==> src/rtl/ctrl_unit_pipe_pkg.sv <==
// Shared decode constants and the control bundle type. The decoder and the EX stage both import
// this package, so they always agree on field encodings.
package ctrl_unit_pipe_pkg;

  localparam logic [6:0] OPC_LUI    = 7'b0110111;
  localparam logic [6:0] OPC_AUIPC  = 7'b0010111;
  localparam logic [6:0] OPC_JAL    = 7'b1101111;
  localparam logic [6:0] OPC_JALR   = 7'b1100111;
  localparam logic [6:0] OPC_BRANCH = 7'b1100011;
  localparam logic [6:0] OPC_LOAD   = 7'b0000011;
  localparam logic [6:0] OPC_STORE  = 7'b0100011;
  localparam logic [6:0] OPC_OP_IMM = 7'b0010011;
  localparam logic [6:0] OPC_OP     = 7'b0110011;
  localparam logic [6:0] OPC_FENCE  = 7'b0001111;
  localparam logic [6:0] OPC_SYSTEM = 7'b1110011;

  localparam logic [6:0] F7_BASE   = 7'h00;
  localparam logic [6:0] F7_ALT    = 7'h20;
  localparam logic [6:0] F7_MULDIV = 7'h01;

  localparam logic [31:0] INST_ECALL = 32'h0000_0073;
  localparam logic [31:0] INST_MRET  = 32'h3020_0073;

  localparam logic [3:0] ALU_NONE = 4'd0;
  localparam logic [3:0] ALU_ADD  = 4'd1;
  localparam logic [3:0] ALU_SUB  = 4'd2;
  localparam logic [3:0] ALU_SLL  = 4'd3;
  localparam logic [3:0] ALU_SLT  = 4'd4;
  localparam logic [3:0] ALU_SLTU = 4'd5;
  localparam logic [3:0] ALU_XOR  = 4'd6;
  localparam logic [3:0] ALU_SRL  = 4'd7;
  localparam logic [3:0] ALU_SRA  = 4'd8;
  localparam logic [3:0] ALU_OR   = 4'd9;
  localparam logic [3:0] ALU_AND  = 4'd10;
  localparam logic [3:0] ALU_AOUT = 4'd11;
  localparam logic [3:0] ALU_BOUT = 4'd12;

  localparam logic [2:0] IMM_NONE = 3'd0;
  localparam logic [2:0] IMM_I    = 3'd1;
  localparam logic [2:0] IMM_B    = 3'd2;
  localparam logic [2:0] IMM_J    = 3'd3;
  localparam logic [2:0] IMM_S    = 3'd4;
  localparam logic [2:0] IMM_U    = 3'd5;

  localparam logic [2:0] CMP_NONE = 3'd0;
  localparam logic [2:0] CMP_EQ   = 3'd1;
  localparam logic [2:0] CMP_NE   = 3'd2;
  localparam logic [2:0] CMP_LT   = 3'd3;
  localparam logic [2:0] CMP_LTU  = 3'd4;
  localparam logic [2:0] CMP_GE   = 3'd5;
  localparam logic [2:0] CMP_GEU  = 3'd6;

  localparam logic [1:0] HAZ_NONE  = 2'd0;
  localparam logic [1:0] HAZ_ALU   = 2'd1;
  localparam logic [1:0] HAZ_LOAD  = 2'd2;
  localparam logic [1:0] HAZ_STORE = 2'd3;

  typedef struct packed {
    logic [3:0] alu_ctrl;
    logic [2:0] imm_sel;
    logic [2:0] cmp_ctrl;
    logic       alu_src_a;
    logic       alu_src_b;
    logic       reg_write;
    logic       mem_r;
    logic       mem_w;
    logic       data_to_reg;
    logic       jal;
    logic       jalr;
    logic       mret;
    logic       csr_rw;
    logic       csr_imm;
    logic       rs1use;
    logic       rs2use;
    logic [1:0] hazard_optype;
    logic [4:0] rd;
    logic       md_start;
    logic [2:0] md_op;
    logic [1:0] exp_vector;
  } ctrl_bundle_t;

  // alt selects SUB/SRA where funct7 bit 5 is set
  function automatic logic [3:0] alu_op_from_funct3(input logic [2:0] funct3, input logic alt);
    logic [3:0] op;
    op = ALU_NONE;
    case (funct3)
      3'b000:  op = alt ? ALU_SUB : ALU_ADD;
      3'b001:  op = ALU_SLL;
      3'b010:  op = ALU_SLT;
      3'b011:  op = ALU_SLTU;
      3'b100:  op = ALU_XOR;
      3'b101:  op = alt ? ALU_SRA : ALU_SRL;
      3'b110:  op = ALU_OR;
      default: op = ALU_AND;
    endcase
    return op;
  endfunction

  function automatic logic [5:0] md_latency(input logic [2:0] funct3, input logic [5:0] mul_lat,
                                            input logic [5:0] div_lat);
    return funct3[2] ? div_lat : mul_lat;
  endfunction

endpackage

==> src/rtl/ctrl_unit_pipe_if.sv <==
// IF/ID -> control -> ID/EX handshake and control bundle. The slave side is the control unit;
// the master side is the surrounding pipeline.
interface ctrl_unit_pipe_if;
  logic        flush;
  logic        in_valid;
  logic        in_ready;
  logic [31:0] in_inst;
  logic        out_valid;
  logic        out_ready;
  logic [3:0]  alu_ctrl;
  logic [2:0]  imm_sel;
  logic [2:0]  cmp_ctrl;
  logic        alu_src_a;
  logic        alu_src_b;
  logic        reg_write;
  logic        mem_r;
  logic        mem_w;
  logic        data_to_reg;
  logic        jal;
  logic        jalr;
  logic        mret;
  logic        csr_rw;
  logic        csr_imm;
  logic        rs1use;
  logic        rs2use;
  logic [1:0]  hazard_optype;
  logic [4:0]  rd;
  logic        md_start;
  logic [2:0]  md_op;
  logic        md_busy;
  logic [1:0]  exp_vector;

  modport master (
    output flush, in_valid, in_inst, out_ready,
    input  in_ready, out_valid, alu_ctrl, imm_sel, cmp_ctrl, alu_src_a, alu_src_b, reg_write,
           mem_r, mem_w, data_to_reg, jal, jalr, mret, csr_rw, csr_imm, rs1use, rs2use,
           hazard_optype, rd, md_start, md_op, md_busy, exp_vector
  );

  modport slave (
    input  flush, in_valid, in_inst, out_ready,
    output in_ready, out_valid, alu_ctrl, imm_sel, cmp_ctrl, alu_src_a, alu_src_b, reg_write,
           mem_r, mem_w, data_to_reg, jal, jalr, mret, csr_rw, csr_imm, rs1use, rs2use,
           hazard_optype, rd, md_start, md_op, md_busy, exp_vector
  );
endinterface

==> src/rtl/ctrl_unit_pipe_inst_decoder.sv <==
// Combinational RV32I + Zicsr + MRET/ECALL decoder, with optional RV32M.
// Illegal encodings and ECALL produce an all-zero bundle apart from rd and exp_vector.
module ctrl_unit_pipe_inst_decoder
  import ctrl_unit_pipe_pkg::*;
#(
  parameter int unsigned EN_M = 1
) (
  input  logic [31:0]  inst,
  output ctrl_bundle_t ctrl,
  output logic         inst_is_m
);

  logic [6:0] opcode;
  logic [2:0] funct3;
  logic [6:0] funct7;
  ctrl_bundle_t dec;
  logic illegal;
  logic ecall;
  logic is_m;

  assign opcode = inst[6:0];
  assign funct3 = inst[14:12];
  assign funct7 = inst[31:25];

  always_comb begin
    dec     = '0;
    illegal = 1'b0;
    ecall   = 1'b0;
    is_m    = 1'b0;
    dec.rd  = inst[11:7];
    case (opcode)
      OPC_LUI: begin
        dec.imm_sel = IMM_U;  dec.alu_ctrl = ALU_BOUT;  dec.alu_src_b = 1'b1;
        dec.reg_write = 1'b1; dec.hazard_optype = HAZ_ALU;
      end
      OPC_AUIPC: begin
        dec.imm_sel = IMM_U;  dec.alu_ctrl = ALU_ADD;   dec.alu_src_a = 1'b1;
        dec.alu_src_b = 1'b1; dec.reg_write = 1'b1;    dec.hazard_optype = HAZ_ALU;
      end
      OPC_JAL: begin
        dec.imm_sel = IMM_J;  dec.alu_ctrl = ALU_ADD;   dec.alu_src_a = 1'b1;
        dec.alu_src_b = 1'b1; dec.jal = 1'b1;           dec.reg_write = 1'b1;
        dec.hazard_optype = HAZ_ALU;
      end
      OPC_JALR: begin
        if (funct3 != 3'b000) illegal = 1'b1;
        dec.imm_sel = IMM_I;  dec.alu_ctrl = ALU_ADD;   dec.alu_src_b = 1'b1;
        dec.jalr = 1'b1;      dec.reg_write = 1'b1;     dec.rs1use = 1'b1;
        dec.hazard_optype = HAZ_ALU;
      end
      OPC_BRANCH: begin
        dec.imm_sel = IMM_B;  dec.alu_ctrl = ALU_ADD;   dec.alu_src_a = 1'b1;
        dec.alu_src_b = 1'b1; dec.rs1use = 1'b1;        dec.rs2use = 1'b1;
        case (funct3)
          3'b000:  dec.cmp_ctrl = CMP_EQ;
          3'b001:  dec.cmp_ctrl = CMP_NE;
          3'b100:  dec.cmp_ctrl = CMP_LT;
          3'b101:  dec.cmp_ctrl = CMP_GE;
          3'b110:  dec.cmp_ctrl = CMP_LTU;
          3'b111:  dec.cmp_ctrl = CMP_GEU;
          default: illegal = 1'b1;
        endcase
      end
      OPC_LOAD: begin
        if (funct3 == 3'b011 || funct3 == 3'b110 || funct3 == 3'b111) illegal = 1'b1;
        dec.imm_sel = IMM_I;  dec.alu_ctrl = ALU_ADD;   dec.alu_src_b = 1'b1;
        dec.mem_r = 1'b1;     dec.data_to_reg = 1'b1;   dec.reg_write = 1'b1;
        dec.rs1use = 1'b1;    dec.hazard_optype = HAZ_LOAD;
      end
      OPC_STORE: begin
        if (funct3[2] || funct3 == 3'b011) illegal = 1'b1;
        dec.imm_sel = IMM_S;  dec.alu_ctrl = ALU_ADD;   dec.alu_src_b = 1'b1;
        dec.mem_w = 1'b1;     dec.rs1use = 1'b1;        dec.rs2use = 1'b1;
        dec.hazard_optype = HAZ_STORE;
      end
      OPC_OP_IMM: begin
        dec.imm_sel = IMM_I;  dec.alu_src_b = 1'b1;     dec.reg_write = 1'b1;
        dec.rs1use = 1'b1;    dec.hazard_optype = HAZ_ALU;
        dec.alu_ctrl = alu_op_from_funct3(funct3, 1'b0);
        if (funct3 == 3'b001 && funct7 != F7_BASE) illegal = 1'b1;
        if (funct3 == 3'b101) begin
          if (funct7 == F7_ALT) dec.alu_ctrl = ALU_SRA;
          else if (funct7 != F7_BASE) illegal = 1'b1;
        end
      end
      OPC_OP: begin
        dec.reg_write = 1'b1; dec.rs1use = 1'b1;        dec.rs2use = 1'b1;
        dec.hazard_optype = HAZ_ALU;
        if (funct7 == F7_MULDIV) begin
          // Result comes back late from the MDU, so EX treats it like a load
          if (EN_M != 0) begin
            is_m = 1'b1;          dec.md_start = 1'b1;  dec.md_op = funct3;
            dec.alu_ctrl = ALU_NONE;  dec.hazard_optype = HAZ_LOAD;
          end else begin
            illegal = 1'b1;
          end
        end else if (funct7 == F7_BASE) begin
          dec.alu_ctrl = alu_op_from_funct3(funct3, 1'b0);
        end else if (funct7 == F7_ALT && (funct3 == 3'b000 || funct3 == 3'b101)) begin
          dec.alu_ctrl = alu_op_from_funct3(funct3, 1'b1);
        end else begin
          illegal = 1'b1;
        end
      end
      OPC_FENCE: ;
      OPC_SYSTEM: begin
        case (funct3)
          3'b000: begin
            if (inst == INST_ECALL) ecall = 1'b1;
            else if (inst == INST_MRET) dec.mret = 1'b1;
            else illegal = 1'b1;
          end
          3'b001, 3'b010, 3'b011: begin
            dec.csr_rw = 1'b1;    dec.reg_write = 1'b1;   dec.rs1use = 1'b1;
            dec.hazard_optype = HAZ_ALU;
          end
          3'b101, 3'b110, 3'b111: begin
            dec.csr_rw = 1'b1;    dec.csr_imm = 1'b1;     dec.reg_write = 1'b1;
            dec.hazard_optype = HAZ_ALU;
          end
          default: illegal = 1'b1;
        endcase
      end
      default: illegal = 1'b1;
    endcase
  end

  always_comb begin
    ctrl = dec;
    if (illegal || ecall) begin
      ctrl            = '0;
      ctrl.rd         = inst[11:7];
      ctrl.exp_vector = {illegal, ecall};
    end
  end

  assign inst_is_m = is_m & ~illegal;

endmodule

==> src/rtl/ctrl_unit_pipe.sv <==
// Registered control unit between IF/ID and ID/EX. Holds one decoded bundle and tracks a single
// in-flight MUL/DIV, stalling M-ops and dependent instructions until its latency expires.
module ctrl_unit_pipe
  import ctrl_unit_pipe_pkg::*;
#(
  parameter int unsigned EN_M    = 1,
  parameter int unsigned MUL_LAT = 3,
  parameter int unsigned DIV_LAT = 33
) (
  input logic              clk,
  input logic              rst,
  ctrl_unit_pipe_if.slave  bus
);

  localparam logic [5:0] MulLat = MUL_LAT[5:0];
  localparam logic [5:0] DivLat = DIV_LAT[5:0];

  ctrl_bundle_t dec;
  ctrl_bundle_t bundle_q;
  logic         inst_is_m;
  logic         out_valid_q;
  logic [5:0]   md_cnt_q;
  logic [4:0]   md_rd_q;
  logic         md_rd_vld_q;
  logic         md_busy;
  logic         dep_hit;
  logic         stall;
  logic         in_ready;
  logic         accept;

  ctrl_unit_pipe_inst_decoder #(
    .EN_M(EN_M)
  ) u_inst_decoder (
    .inst      (bus.in_inst),
    .ctrl      (dec),
    .inst_is_m (inst_is_m)
  );

  assign md_busy = (md_cnt_q != 6'd0);
  assign dep_hit = (dec.rs1use    && bus.in_inst[19:15] == md_rd_q) ||
                   (dec.rs2use    && bus.in_inst[24:20] == md_rd_q) ||
                   (dec.reg_write && dec.rd == md_rd_q);
  assign stall    = md_busy & (inst_is_m | (md_rd_vld_q & dep_hit));
  assign in_ready = (~out_valid_q | bus.out_ready) & ~stall & ~bus.flush;
  assign accept   = bus.in_valid & in_ready;

  always_ff @(posedge clk) begin
    if (rst) begin
      out_valid_q <= 1'b0;
      bundle_q    <= '0;
      md_cnt_q    <= 6'd0;
      md_rd_q     <= 5'd0;
      md_rd_vld_q <= 1'b0;
    end else begin
      if (md_busy) begin
        md_cnt_q <= md_cnt_q - 6'd1;
        if (md_cnt_q == 6'd1) md_rd_vld_q <= 1'b0;
      end
      if (bus.flush) begin
        out_valid_q <= 1'b0;
        // A killed M-op never reaches the MDU; one already consumed keeps counting
        if (out_valid_q && bundle_q.md_start) begin
          md_cnt_q    <= 6'd0;
          md_rd_vld_q <= 1'b0;
        end
      end else if (accept) begin
        bundle_q    <= dec;
        out_valid_q <= 1'b1;
        if (inst_is_m) begin
          md_cnt_q    <= md_latency(dec.md_op, MulLat, DivLat);
          md_rd_q     <= dec.rd;
          md_rd_vld_q <= (dec.rd != 5'd0);
        end
      end else if (bus.out_ready) begin
        out_valid_q <= 1'b0;
      end
    end
  end

  assign bus.in_ready      = in_ready;
  assign bus.out_valid     = out_valid_q;
  assign bus.alu_ctrl      = bundle_q.alu_ctrl;
  assign bus.imm_sel       = bundle_q.imm_sel;
  assign bus.cmp_ctrl      = bundle_q.cmp_ctrl;
  assign bus.alu_src_a     = bundle_q.alu_src_a;
  assign bus.alu_src_b     = bundle_q.alu_src_b;
  assign bus.reg_write     = bundle_q.reg_write;
  assign bus.mem_r         = bundle_q.mem_r;
  assign bus.mem_w         = bundle_q.mem_w;
  assign bus.data_to_reg   = bundle_q.data_to_reg;
  assign bus.jal           = bundle_q.jal;
  assign bus.jalr          = bundle_q.jalr;
  assign bus.mret          = bundle_q.mret;
  assign bus.csr_rw        = bundle_q.csr_rw;
  assign bus.csr_imm       = bundle_q.csr_imm;
  assign bus.rs1use        = bundle_q.rs1use;
  assign bus.rs2use        = bundle_q.rs2use;
  assign bus.hazard_optype = bundle_q.hazard_optype;
  assign bus.rd            = bundle_q.rd;
  assign bus.md_start      = bundle_q.md_start;
  assign bus.md_op         = bundle_q.md_op;
  assign bus.md_busy       = md_busy;
  assign bus.exp_vector    = bundle_q.exp_vector;

endmodule

==> src/flat_wrapper.sv <==
// flat-port wrapper written by rule: the top's interface ports become plain ports
module ctrl_unit_pipe_flat import ctrl_unit_pipe_pkg::*;
#(
  parameter int unsigned EN_M    = 1,
  parameter int unsigned MUL_LAT = 3,
  parameter int unsigned DIV_LAT = 33
)
  (clk, rst, bus_flush, bus_in_valid, bus_in_inst, bus_out_ready, bus_in_ready, bus_out_valid, bus_alu_ctrl, bus_imm_sel, bus_cmp_ctrl, bus_alu_src_a, bus_alu_src_b, bus_reg_write, bus_mem_r, bus_mem_w, bus_data_to_reg, bus_jal, bus_jalr, bus_mret, bus_csr_rw, bus_csr_imm, bus_rs1use, bus_rs2use, bus_hazard_optype, bus_rd, bus_md_start, bus_md_op, bus_md_busy, bus_exp_vector);
  ctrl_unit_pipe_if bus_i ();
  input logic clk;
  input logic rst;
  input wire logic [$bits(bus_i.flush)-1:0] bus_flush;
  input wire logic [$bits(bus_i.in_valid)-1:0] bus_in_valid;
  input wire logic [$bits(bus_i.in_inst)-1:0] bus_in_inst;
  input wire logic [$bits(bus_i.out_ready)-1:0] bus_out_ready;
  output wire logic [$bits(bus_i.in_ready)-1:0] bus_in_ready;
  output wire logic [$bits(bus_i.out_valid)-1:0] bus_out_valid;
  output wire logic [$bits(bus_i.alu_ctrl)-1:0] bus_alu_ctrl;
  output wire logic [$bits(bus_i.imm_sel)-1:0] bus_imm_sel;
  output wire logic [$bits(bus_i.cmp_ctrl)-1:0] bus_cmp_ctrl;
  output wire logic [$bits(bus_i.alu_src_a)-1:0] bus_alu_src_a;
  output wire logic [$bits(bus_i.alu_src_b)-1:0] bus_alu_src_b;
  output wire logic [$bits(bus_i.reg_write)-1:0] bus_reg_write;
  output wire logic [$bits(bus_i.mem_r)-1:0] bus_mem_r;
  output wire logic [$bits(bus_i.mem_w)-1:0] bus_mem_w;
  output wire logic [$bits(bus_i.data_to_reg)-1:0] bus_data_to_reg;
  output wire logic [$bits(bus_i.jal)-1:0] bus_jal;
  output wire logic [$bits(bus_i.jalr)-1:0] bus_jalr;
  output wire logic [$bits(bus_i.mret)-1:0] bus_mret;
  output wire logic [$bits(bus_i.csr_rw)-1:0] bus_csr_rw;
  output wire logic [$bits(bus_i.csr_imm)-1:0] bus_csr_imm;
  output wire logic [$bits(bus_i.rs1use)-1:0] bus_rs1use;
  output wire logic [$bits(bus_i.rs2use)-1:0] bus_rs2use;
  output wire logic [$bits(bus_i.hazard_optype)-1:0] bus_hazard_optype;
  output wire logic [$bits(bus_i.rd)-1:0] bus_rd;
  output wire logic [$bits(bus_i.md_start)-1:0] bus_md_start;
  output wire logic [$bits(bus_i.md_op)-1:0] bus_md_op;
  output wire logic [$bits(bus_i.md_busy)-1:0] bus_md_busy;
  output wire logic [$bits(bus_i.exp_vector)-1:0] bus_exp_vector;
  assign bus_i.flush = bus_flush;
  assign bus_i.in_valid = bus_in_valid;
  assign bus_i.in_inst = bus_in_inst;
  assign bus_i.out_ready = bus_out_ready;
  assign bus_in_ready = bus_i.in_ready;
  assign bus_out_valid = bus_i.out_valid;
  assign bus_alu_ctrl = bus_i.alu_ctrl;
  assign bus_imm_sel = bus_i.imm_sel;
  assign bus_cmp_ctrl = bus_i.cmp_ctrl;
  assign bus_alu_src_a = bus_i.alu_src_a;
  assign bus_alu_src_b = bus_i.alu_src_b;
  assign bus_reg_write = bus_i.reg_write;
  assign bus_mem_r = bus_i.mem_r;
  assign bus_mem_w = bus_i.mem_w;
  assign bus_data_to_reg = bus_i.data_to_reg;
  assign bus_jal = bus_i.jal;
  assign bus_jalr = bus_i.jalr;
  assign bus_mret = bus_i.mret;
  assign bus_csr_rw = bus_i.csr_rw;
  assign bus_csr_imm = bus_i.csr_imm;
  assign bus_rs1use = bus_i.rs1use;
  assign bus_rs2use = bus_i.rs2use;
  assign bus_hazard_optype = bus_i.hazard_optype;
  assign bus_rd = bus_i.rd;
  assign bus_md_start = bus_i.md_start;
  assign bus_md_op = bus_i.md_op;
  assign bus_md_busy = bus_i.md_busy;
  assign bus_exp_vector = bus_i.exp_vector;
  ctrl_unit_pipe #(.EN_M(EN_M), .MUL_LAT(MUL_LAT), .DIV_LAT(DIV_LAT)) u_core (.clk(clk), .rst(rst), .bus(bus_i));
endmodule
==> config.mk <==
export PLATFORM = sky130hd
export DESIGN_NAME = ctrl_unit_pipe_flat
export DESIGN_NICKNAME = d
export VERILOG_FILES = /design/src/rtl/ctrl_unit_pipe_pkg.sv /design/src/rtl/ctrl_unit_pipe_if.sv /design/src/rtl/ctrl_unit_pipe_inst_decoder.sv /design/src/rtl/ctrl_unit_pipe.sv /design/src/flat_wrapper.sv
export SDC_FILE = /design/constraint.sdc
export NUM_CORES = 1
export LEC_CHECK = 0
export CAP_MARGIN = 0
export CORE_MARGIN = 5
export CORE_UTILIZATION = 45
export CTS_BUF_LIST = sky130_fd_sc_hd__clkbuf_4 sky130_fd_sc_hd__clkbuf_8 sky130_fd_sc_hd__clkbuf_16
export CTS_CLUSTER_SIZE = 8
export DETAILED_ROUTE_END_ITERATION = 10
export PLACE_DENSITY = 0.87
export SYNTH_ARGS = -nofsm -noshare
export SYNTH_HDL_FRONTEND = slang
export SYNTH_SLANG_ARGS = --single-unit
==> constraint.sdc <==
create_clock -name clk -period 2.6 [get_ports clk]
set_clock_uncertainty 0.05 [all_clocks]
set_input_delay 0.65 -clock clk [delete_from_list [all_inputs] [get_ports clk]]
set_output_delay 0.65 -clock clk [all_outputs]
set_load 0.02 [all_outputs]
==> results of run 1 <==
metal layers:
metal | wire (µm) | up-vias | GRT usage (%)
met5 | 0 | - | 0
met4 | 484 | 0 | 11.5
met3 | 1110 | 51 | 4.06
met2 | 6040 | 278 | 46.8
met1 | 4740 | 1814 | 32.4
li1 | - | 1831 | -
kinds of logic (layout without fill, tap and decap cells):
| group | after synthesis | count (layout) | share of synthesized area, % |
|---|---|---|---|
| compound gates | 127 | 127 | 27.4 |
| xor+xnor | 21 | 21 | 6.00 |
| fa+ha+maj | 2 | 2 | 0.816 |
| buf+inv | 37 | 217 | 5.35 |
| flops | 48 | 48 | 31.3 |
| mux | 3 | 3 | 1.06 |
| simple gates | 158 | 158 | 28.0 |
timing repair:
item	CTS	global route
cloned	0	2
pin swaps	24	28
gates resized for setup	122	51
setup endpoints to repair	44	34
setup buffers	9	8
final cells by class:
type                    instances  area (µm²)  area share, %
clock inverters                 1        8.76          0.173
well taps                      80         100           1.97
flip-flops and latches         48         961           19.0
clock buffers                   6        82.6           1.63
multi-input cells             311        2140           42.2
repair buffers                204        1760           34.6
inverters                       6        22.5          0.444
power by group:
group	switching [W]	total, W	internal [W]
clock	0.000245	0.000458	0.000212
combinational	0.000423	0.000772	0.000349
sequential	0.0000354	0.000814	0.000779
synthesized netlist by cell type, types with 3 or more instances:
cell and n:
or4_1 4, nor3_1 19, nand3b_1 3, o21ai_0 21
and2_1 4, o22ai_1 3, nor2_1 29, o211ai_1 18
inv_1 5, nand3_1 25, nand2_1 33, or3_1 4
a21oi_1 34, o21ai_1 11, nor4_1 7, nand2b_1 3
o41ai_1 5, dfxtp_1 48, xor2_1 6, buf_2 8
xnor2_1 15, o31ai_1 7, nand4_1 7, clkbuf_1 18
worst max-delay path by stage:
stage              endpoint  slack, ns  cells past startpoint
6_report       bus_in_ready      -0.37                      9
3_5_place_dp   bus_in_ready      -1.20                      9
3_3_place_gp   bus_in_ready      -1.16                      8
2_1_floorplan  bus_in_ready      -0.14                      7
4_1_cts        bus_in_ready      -0.34                      9
5_1_grt        bus_in_ready      -0.42                      9
state kept, by name, indices dropped and copies added (netlist names), 2 cells and up:
name,cells
u_core.bus.alu_ctrl,4
u_core.md_rd_q,5
u_core.md_cnt_q,6
u_core.bus.imm_sel,3
u_core.bus.md_op,3
u_core.bus.cmp_ctrl,3
u_core.bus.hazard_optype,2
u_core.bus.exp_vector,2
u_core.bus.rd,5
through the flow:
| step | total power (W) | std cells |
|---|---|---|
| final | 0.00204 | 656 |
| after global routing | 0.00214 | 656 |
| after CTS | 0.00200 | 650 |
| after detailed placement | 0.00156 | 635 |
| after global placement | 0.00153 | 635 |
| after floorplan | 0.00126 | 396 |
worst max-delay path, stage by stage:
cell and delay, ns:
buf_6 0.09, or4_4 0.54, nor2_4 0.13, a31oi_4 0.09
a211oi_2 0.24, nand2_2 0.12, o22ai_2 0.18, a21oi_2 0.09
buf_6 0.14
==> summary.txt, run 1 <==
Floorplan
  – Initial Utilization: between 40% and 50%
  – Die width: 92.5 µm
  – Ports: 76
  – # rows: 30
  – Die height: 92.5 µm
  – Core area: around 6700 µm²
  – Die area: 8560 µm²

Placement
  – Setup slack at placement: -1.20 ns
  – Hpwl dp: ~9000 µm
  – PortBufs: 75
  – Placed instance area: 4700 µm²
  – GPL Wtd Cong: 0.952

Worst setup path
  – Crit-path max FO: 2
  – Crit start category: input pin
  – CP Capture Type: output port
  – R2r startpoint: u_core.md_cnt_q[3]
  – Reg-to-reg endpoint: u_core.md_rd_vld_q
  – Crit path from: bus_in_inst[10]
  – Data required, critical path: between 1.5 and 2 ns
  – CP Class: in -> out
  – Cell depth of the worst flop-to-flop path: 8
  – Arrival @ worst endpoint: 2.27 ns
  – Flop-to-flop setup slack: ~0.02 ns

Global routing
  – Tot GR Track Use: 26.8%
  – Initial antenna violation count: 0
  – GRT overflow: 0
  – Pin count of the biggest net entering global routing: 26
  – Vias in the first global route: 3821
  – First-pass GRT wire length: between 15000 and 20000 µm

Synth
  – Unique masters post-synth: ~70
  – Seq/Total Area, Yosys: a little under a third
  – Register bit total from synthesis: 48
  – Share of the synthesized area in the top cell type: between 30% and 40%
  – Mapped Cells: 396
  – Yosys warns: 0
  – Post-synthesis net count: 435
  – Yosys top cell by area: dfxtp_1
  – Async S/R FF share, synth: 0%
  – Mapped cell area: just over 3000 µm²
  – Post-synth top flop: dfxtp_1
  – Area contributors post-synth: dfxtp_1, a21oi_1, o211ai_1
  – Post-synth EDFFs: 0
  – Avg Cell Area, Syn: about 7.7 µm²

Timing
  – WHS: ~0.43 ns
  – Setup violations, final: 5
  – Setup TNS: -0.444 ns
  – RSZ-0062 raised after global routing: yes
  – Hold Vio Cnt, Final: 0
  – Max Clock Freq: between 300 and 400 MHz
  – Min cycle time layout: just under 3 ns
  – Tcrit/Tclk final: 114%
  – Max-slew headroom: between 50% and 60%
  – Max-slew violation count: 0
  – Measured slew at the worst slew-check pin: a little over 0.6 ns
  – PnR worst setup slack: -0.372 ns

Run status
  – Failing checks: setup timing
  – Outcome: finished, violations left

Routing
  – DR vias/cell: just over 6
  – Routed Wire Length: around 12000 µm
  – Post-detailed-route DRC marker count: 0
  – 1st-iter DRT viols: about 530
  – Wire per inst: between 15 and 20 µm
  – Post-detailed-route count of antenna-violating nets: 0
  – Vias: 3974
  – 1st-pass router iterations: 5

Clock network
  – # hold bufs at CTS: 0
  – Maximum root-to-sink buffer count: 2
  – Clock sink total: 48
  – CTS tree: built
  – Htree depth: 2
  – Root Driver: clkbuf_8
  – CTS buffer count: 5
  – Clock latency on the worst-skew pair: 0.30 ns
  – Clock transition at path regs: 0.09 ns

Layout
  – Final Util: 75.5%
  – Final instance area: between 5000 and 6000 µm²
  – Layout cells sized above 1: 36.5%
  – FILL cells: roughly 480
  – Commonest non-fill, non-tap cell in the layout: buf_4
  – Highest-count cells in the layout ignoring fill and taps: buf_4, dfxtp_1, clkdlybuf4s50_1
  – Diode count: 0
  – P&R area growth vs syn: 65.4%
  – Nets: between 600 and 700

Hold path
  – Hold Crit Class: reg -> reg
  – Hold path depth: 2
  – Worst hold start: u_core.bus.csr_rw
  – WHS Endpoint: u_core.bus.csr_rw

Pwr
  – Pwr/cell area: about 400 nW/µm²
  – Max VDD drop: around 0.00026 V
  – Leak: ~2 nW

Flow run
  – Max_cap viols: 0
Note: power is estimated with default switching activity, not from simulation.
==> run 2, diff against run 1 <==
Settings changed: ABC_CLOCK_PERIOD_IN_PS set to 2600.
==> results of run 2 <==
Same layout as run 1: the final DEF is identical, and so are final timing and power.
